==> config.mk <==
export PLATFORM = sky130hd
export DESIGN_NAME = streaming_in
export DESIGN_NICKNAME = d
export VERILOG_FILES = /design/src/rtl/streaming_in.sv
export SDC_FILE = /design/constraint.sdc
export NUM_CORES = 1
export LEC_CHECK = 0
export CORE_AREA = 3 3 47 49
export DETAILED_ROUTE_END_ITERATION = 12
export DIE_AREA = 0 0 50 52
export HOLD_SLACK_MARGIN = 0.15
export PLACE_DENSITY = 0.77
export SYNTH_ARGS = -nofsm -noshare
export SYNTH_HDL_FRONTEND = slang
export SYNTH_SLANG_ARGS = --single-unit
==> constraint.sdc <==
create_clock -name clk -period 3.3 [get_ports clk]
set_input_delay 0.66 -clock clk [delete_from_list [all_inputs] [get_ports clk]]
set_output_delay 0.66 -clock clk [all_outputs]
set_load 0.02 [all_outputs]
==> src/rtl/streaming_in.sv <==
// streaming_in: serial-to-parallel receiver for the single-wire byte stream
// from the serial streaming output stage. Frame is start(1), marker(0),
// then d7..d0 MSB first. The received byte is presented on a one-entry
// valid/ready holding register. Framing and overrun errors are flagged.
// Runs on the serializer's clock, so sIn needs no synchronizer.
module streaming_in (
    input  logic       clk,
    input  logic       rst,
    input  logic       sIn,
    input  logic       outReady,
    output logic [7:0] dOut,
    output logic       outValid,
    output logic       frameErr,
    output logic       overrun
);

    typedef enum logic [1:0] {
        IDLE = 2'd0,
        MARK = 2'd1,
        DATA = 2'd2
    } state_t;

    state_t     state;
    state_t     state_nxt;
    logic [2:0] cnt;
    logic [7:0] shift;

    // Decoded per-cycle events, shared by the FSM and the datapath
    logic       byte_done;
    logic [7:0] byte_nxt;
    logic       drain;
    logic       mark_err;
    logic       mark_ok;

    // State register
    always_ff @(posedge clk) begin
        // NOTE: sequential state uses non-blocking assignments so that every
        // register samples the values from before this edge.
        if (rst) begin
            state <= IDLE;
        end else begin
            state <= state_nxt;
        end
    end

    // Next-state logic: a 1 in MARK is taken as a fresh start bit
    always_comb begin
        // NOTE: a default first keeps every path assigned, so no latch is
        // inferred when a case arm leaves the state untouched.
        state_nxt = state;
        case (state)
            IDLE:    if (sIn)        state_nxt = MARK;
            MARK:    if (!sIn)       state_nxt = DATA;
            DATA:    if (cnt == 3'd0) state_nxt = IDLE;
            default:                 state_nxt = IDLE;
        endcase
    end

    // Output decode: events that drive the counter, shifter and holding register
    always_comb begin
        mark_ok   = (state == MARK) && !sIn;
        mark_err  = (state == MARK) && sIn;
        byte_done = (state == DATA) && (cnt == 3'd0);
        byte_nxt  = {shift[6:0], sIn};
        drain     = outValid && outReady;
    end

    // Datapath: bit counter, shift register, holding register and error flags
    always_ff @(posedge clk) begin
        if (rst) begin
            cnt      <= 3'd0;
            shift    <= 8'h00;
            dOut     <= 8'h00;
            outValid <= 1'b0;
            frameErr <= 1'b0;
            overrun  <= 1'b0;
        end else begin
            frameErr <= mark_err;

            if (mark_ok) begin
                cnt <= 3'd7;
            end else if (state == DATA) begin
                cnt <= cnt - 3'd1;
            end

            if (state == DATA) begin
                shift <= byte_nxt;
            end

            // A completing byte wins the slot if the slot is empty or is
            // being drained this same edge; otherwise the new byte is lost.
            if (byte_done) begin
                if (!outValid || drain) begin
                    dOut     <= byte_nxt;
                    outValid <= 1'b1;
                end else begin
                    overrun  <= 1'b1;
                end
            end else if (drain) begin
                outValid <= 1'b0;
            end
        end
    end

endmodule

==> results of run 1 <==
## final cells by class
class / instances / area [um^2] / share of cell area [%]
clock buffer: 3 / 22.5 / 1.96
clock inverter: 1 / 5.00 / 0.436
multi-input combinational: 73 / 475 / 41.4
inverter: 3 / 11.3 / 0.980
tap: 27 / 33.8 / 2.94
sequential: 23 / 460 / 40.1
timing repair buffer: 14 / 140 / 12.2
## state kept, by name, indices dropped and copies added (netlist names)
signal,count
dOut,8
shift,7
frameErr,1
state,2
overrun,1
cnt,3
outValid,1
## per-stage QoR
step / util, % / instances / cell area (um^2)
5_1_grt: 60.4 / 144 / 1150
3_5_place_dp: 58.9 / 140 / 1120
2_1_floorplan: - / 104 / 981
6_report: 60.4 / 144 / 1150
3_3_place_gp: 58.9 / 140 / 1120
4_1_cts: 60.4 / 144 / 1150
## layout by cell type, fill, tap and decap left out
master,Yosys,routed
a22oi_1,1,1
nand2_1,15,15
o21ai_0,2,2
o21ai_1,1,1
dfxtp_1,23,23
nor2b_1,2,2
a21oi_1,11,11
clkbuf_4,0,3
and2_1,1,1
clkdlybuf4s50_1,0,14
a31oi_1,1,1
nand4bb_4,1,1
nand2b_1,21,21
ha_1,2,2
mux2i_1,9,9
clkinv_2,0,1
inv_1,3,3
nor2b_2,1,1
and4bb_1,1,1
nor2_1,3,3
o21ba_1,1,1
## worst max-delay path by stage
stage,startpoint,end,slack (ns),cells after the start
detailed placement,rst,frameErr,1.08,4
finish,dOut[7],dOut[7],1.36,1
CTS,dOut[7],dOut[7],1.36,1
global route,dOut[7],dOut[7],1.31,1
global placement,rst,frameErr,1.13,4
floorplan,outReady,dOut[0],1.98,4
## worst min-delay path, cell delays in order (launching register included)
cell     delay [ns]
dfxtp_1        0.34
nand2_1        0.06
a21oi_1        0.06
## layer usage
layer	share of wire, %	up-vias
li1	-	370
met1	48	317
met2	49	7
met3	2.6	0
met4	0	0
met5	0	-
## logic make-up (layout without fill, tap and decap cells)
family / after synthesis / count (layout) / share of synthesized area [%]
AO/OA/AOI/OAI: 17 / 17 / 9.57
adder cells (fa/ha/maj): 2 / 2 / 2.55
buffers and inverters: 8 / 21 / 4.59
flip-flops: 23 / 23 / 46.9
multiplexers: 9 / 9 / 9.18
AND/OR/NAND/NOR: 45 / 45 / 27.2
## where the power goes
| group | total, mW | switching [mW] | internal [mW] |
|---|---|---|---|
| clock network | 0.129 | 0.0838 | 0.0452 |
| registers | 0.290 | 0.00567 | 0.284 |
| logic | 0.0451 | 0.0217 | 0.0234 |
| total | 0.464 | 0.111 | 0.353 |
==> flow_summary.toml, run 1 <==
[worst_hold_path]
min_path_type = "flop to flop"
min_from = "shift[2]"
hold_end = "shift[3]"
holdPathStages = 2

[sta]
fmax_ghz = 0.515
period_needed_ns = 1.94
skew_ns = 0.0158
post-route-period-util_pct = 58.9
slew_headroom_pct = 46.2
setup_viol = 0
drv_slew = 0
tightestPinTransition_ns = 0.804
setup_tns_ns = 0
hold_violations = 0
rsz0062_at_grt = "no"
fin_ws_ns = 1.36
holdWs_ns = 0.476

[power]
p_total_mw = 0.464
p_per_area_mw_per_mm2 = 404
ir_drop_mv = 0.260
leakage_nw = 0.390

[global_route]
grt_util_met3_pct = 3.44
grt_max_degree = 30
grt_pass1_vias = 714
use_met1_pct = 16.1
grt_pass1_wl_um = 2900
grt_use_met2_pct = 25.9
grt_usage_pct = 14.6
grt-busiest-layer = "met2"
antenna_found_initial = 0
overflow = 0

[setup_path]
crit_arrival_ns = 1.28
path_cells = "clkdlybuf4s50_1"
crit_path_max_fanout = 2
criticalPathCategory = "flop to primary output"
reg2regPathDepth = 5
worst_path_max_delay_cell = "clkdlybuf4s50_1"
critPathLaunchType = "flop"
rrSetupSlack_ns = 1.70
end_kind = "primary output"
cp_top_family = "buffers and inverters"
reg2reg_to = "dOut[1]"
required_ns = 2.64
r2r-start = "cnt[0]"
path_buf_inv = 1
cp_slowest_stage_delay_ns = 0.61

[synthesis]
yosysSeqAreaShare_pct = 46.9
yosys_warnings = 0
synth_cell_type_count = 21
syn_nets = 110
synth-edff-count = 0
synth_area_leader_cell = "dfxtp_1"
synth_flop_cell = "dfxtp_1"
syn_area_per_cell_um2 = 9.43
syn_inst = 104
synth_most_common_cell = "dfxtp_1"
async_flop_share_pct = 0
syn_area_um2 = 981
ys_top_cells_by_count = "23 x dfxtp_1, 21 x nand2b_1, 15 x nand2_1, 11 x a21oi_1, 9 x mux2i_1"
synth_area_leaders = "dfxtp_1 47%, nand2b_1 13%, mux2i_1 9.2%"
ys_ff_latch = 23
synth_top_area_share_pct = 46.9

[final_layout]
final.fill_count = 161
area_growth_pct = 17.1
antenna_cells = 0
drive_gt1_share_pct = 5.13
nets = 124

[flow_run]
drv.max_cap_violation_count = 0

[clocking]
clk_pin_slew_ns = 0.13
clkLatencyLatePin_ns = 0.31
tritoncts = "built"
cts_setup_buffers = 0
numClockSinks = 23
root_buffer = "clkbuf_4"
cts.path.max_buffers = 2
numCtsBuffers = 3
ctsResizeCount = 0
cts-htree-levels = 1
ctsHoldBuffers = 0

[floorplanning]
core_area_mm2 = 0.00190
start_util_pct = 51.6
die_x_um = 50
fp.dieArea_mm2 = 0.00260
io_pins = 15
rows = 16
fp.dieH_um = 52

[route]
drt_iter0_drc = 10
wl_per_cell_um = 11.3
drtAntennaViolNets = 0
routed_wl_um = 1620
drc_errors = 0
firstDrtPassIters = 2
vias_per_cell = 4.82
num_vias = 694

[place]
portBuffers = 14
post-place-ws_ns = 1.08
hpwl_um = 1150
place.gp.congestion = 0.729

[status]
status = "finished, final reports clean"
Note: power is estimated with default switching activity, not from simulation.
==> run 2: changes to the inputs <==
==> config.mk (replaced) <==
export PLATFORM = sky130hd
export DESIGN_NAME = streaming_in
export DESIGN_NICKNAME = d
export VERILOG_FILES = /design/src/rtl/streaming_in.sv
export SDC_FILE = /design/constraint.sdc
export NUM_CORES = 1
export LEC_CHECK = 0
export CORE_AREA = 3 3 44 61
export DETAILED_ROUTE_END_ITERATION = 12
export DIE_AREA = 0 0 47 64
export HOLD_SLACK_MARGIN = 0.15
export PLACE_DENSITY = 0.69
export SYNTH_ARGS = -nofsm -noshare
export SYNTH_HDL_FRONTEND = slang
export SYNTH_SLANG_ARGS = --single-unit
==> constraint.sdc (replaced) <==
create_clock -name clk -period 1.57 [get_ports clk]
set_input_delay 0.314 -clock clk [delete_from_list [all_inputs] [get_ports clk]]
set_output_delay 0.314 -clock clk [all_outputs]
set_load 0.02 [all_outputs]
==> flow_summary.toml, run 2 (synthesized netlist as in run 1, its figures left out) <==
[status]
status = "finished, final reports clean"

[final_layout]
reg_top3 = "dOut: 8 flops, shift: 7 flops, cnt: 3 flops"
multi_input_area_um2 = 475
drive_gt1_share_pct = 7.44
layout_commonest_cell = "dfxtp_1"
final_cell_mix = "23 x dfxtp_1, 21 x nand2b_1, 15 x nand2_1"
fin_util_pct = 53.3
stdcell_area_mm2 = 0.00117
area_growth_pct = 19.6
largest_reg_flops = 8
largest-register = "dOut"
final.fill_count = 228
antenna_cells = 0
ff_latch_area_um2 = 460
nets = 128

[floorplanning]
die_x_um = 47
fp.dieArea_mm2 = 0.00301
rows = 20
core_area_mm2 = 0.00220
fp.dieH_um = 64
start_util_pct = 44.5
io_pins = 15

[setup_path]
cp_slowest_stage_delay_ns = 0.32
end_kind = "flop"
path_cells = "inv_1 -> ha_1 -> nand4bb_4 -> nor2b_2 -> buf_12 -> mux2i_1"
worst_path_max_delay_cell = "dfxtp_1"
crit_path_max_fanout = 8
critPathLaunchType = "flop"
crit_arrival_ns = 1.61
criticalPathCategory = "flop to flop"
required_ns = 1.81

[route]
routed_wl_um = 1610
drtAntennaViolNets = 0
drc_errors = 0
num_vias = 723
wl_per_cell_um = 11.3
drt_iter0_drc = 17
vias_per_cell = 5.06
firstDrtPassIters = 4

[sta]
post-route-period-util_pct = 87.0
tightestPinTransition_ns = 0.268
setup_tns_ns = 0
skew_ns = 0.00770
setup_viol = 0
rsz0062_at_grt = "no"
slew_headroom_pct = 82.1
drv_slew = 0
period_needed_ns = 1.37
hold_violations = 0
fmax_ghz = 0.732
holdWs_ns = 0.464

[place]
dpl-instance-area_mm2 = 0.00116
hpwl_um = 1170
place.gp.congestion = 0.713
portBuffers = 14

[global_route]
grt_pass1_vias = 668
grt_usage_pct = 12.5
overflow = 0
grt_pass1_wl_um = 2790
antenna_found_initial = 0
grt_max_degree = 23

[power]
leakage_nw = 0.477
ir_drop_mv = 0.499
p_total_mw = 0.982
p_per_area_mw_per_mm2 = 837

[clocking]
clk_pin_slew_ns = 0.11
root_buffer = "clkbuf_4"
cts-htree-levels = 1
numClockSinks = 23
cts.path.max_buffers = 2
tritoncts = "built"
numCtsBuffers = 3
clkLatencyLatePin_ns = 0.31

[worst_hold_path]
min_path_type = "flop to flop"

[flow_run]
drv.max_cap_violation_count = 0
==> run 2: layout make-up <==
class / count / share of cell area (%)
Timing Repair Buffer: 18 / 14.7
Clock buffer: 4 / 2.24
Sequential cell: 23 / 39.2
Tap cell: 22 / 2.35
Inverter: 3 / 0.959
Multi-Input combinational cell: 73 / 40.5
==> run 2: routing by layer <==
metal  vias to the layer above  track usage [%]  part of all wire (%)
met5                         -                0                     0
met4                         0             7.27                   2.9
met3                         4             2.54                   2.2
met2                         7             20.1                    50
met1                       336             14.7                    45
li1                        376                -                     -
==> run 2: path summary, 6_finish.rpt <==
check | start | cells past startpoint | slack, ns | to
worst max register to register | cnt[0] | 6 | 0.20 | dOut[0]
worst max-delay path | cnt[0] | 6 | 0.20 | dOut[0]
worst min register to register | shift[6] | 2 | 0.46 | shift[6]
worst min-delay path | shift[6] | 2 | 0.46 | shift[6]
==> run 2: power breakdown <==
part	leakage [nW]	internal [mW]	switching, mW	total (mW)
Combinational	0.276	0.0548	0.0459	0.101
Sequential	0.186	0.597	0.0120	0.609
Clock	0.0150	0.0994	0.173	0.273
Total	0.477	0.751	0.231	0.982
==> run 2: what timing repair did <==
action                                  in CTS  in global routing
resized for setup                           10                  1
hold buffers                                 0                  0
endpoints found under the setup margin      10                  1
buffers inserted                             0                  0
==> run 2: per-stage QoR <==
step / setup slack, ns / cells
2_1_floorplan: 0.358 / 104
3_3_place_gp: 0.120 / 139
3_5_place_dp: 0.0796 / 139
4_1_cts: 0.00755 / 143
5_1_grt: 0.0831 / 143
6_report: 0.205 / 143
==> run 2: worst max-delay path, delay by kind of cell, from the launching register on <==
| kind | cells | cell delay (ns) |
|---|---|---|
| DFF | 1 | 0.32 |
| and+or+nand+nor | 2 | 0.30 |
| buffers and inverters | 2 | 0.25 |
| adders and majority gates | 1 | 0.23 |
| muxes | 1 | 0.19 |
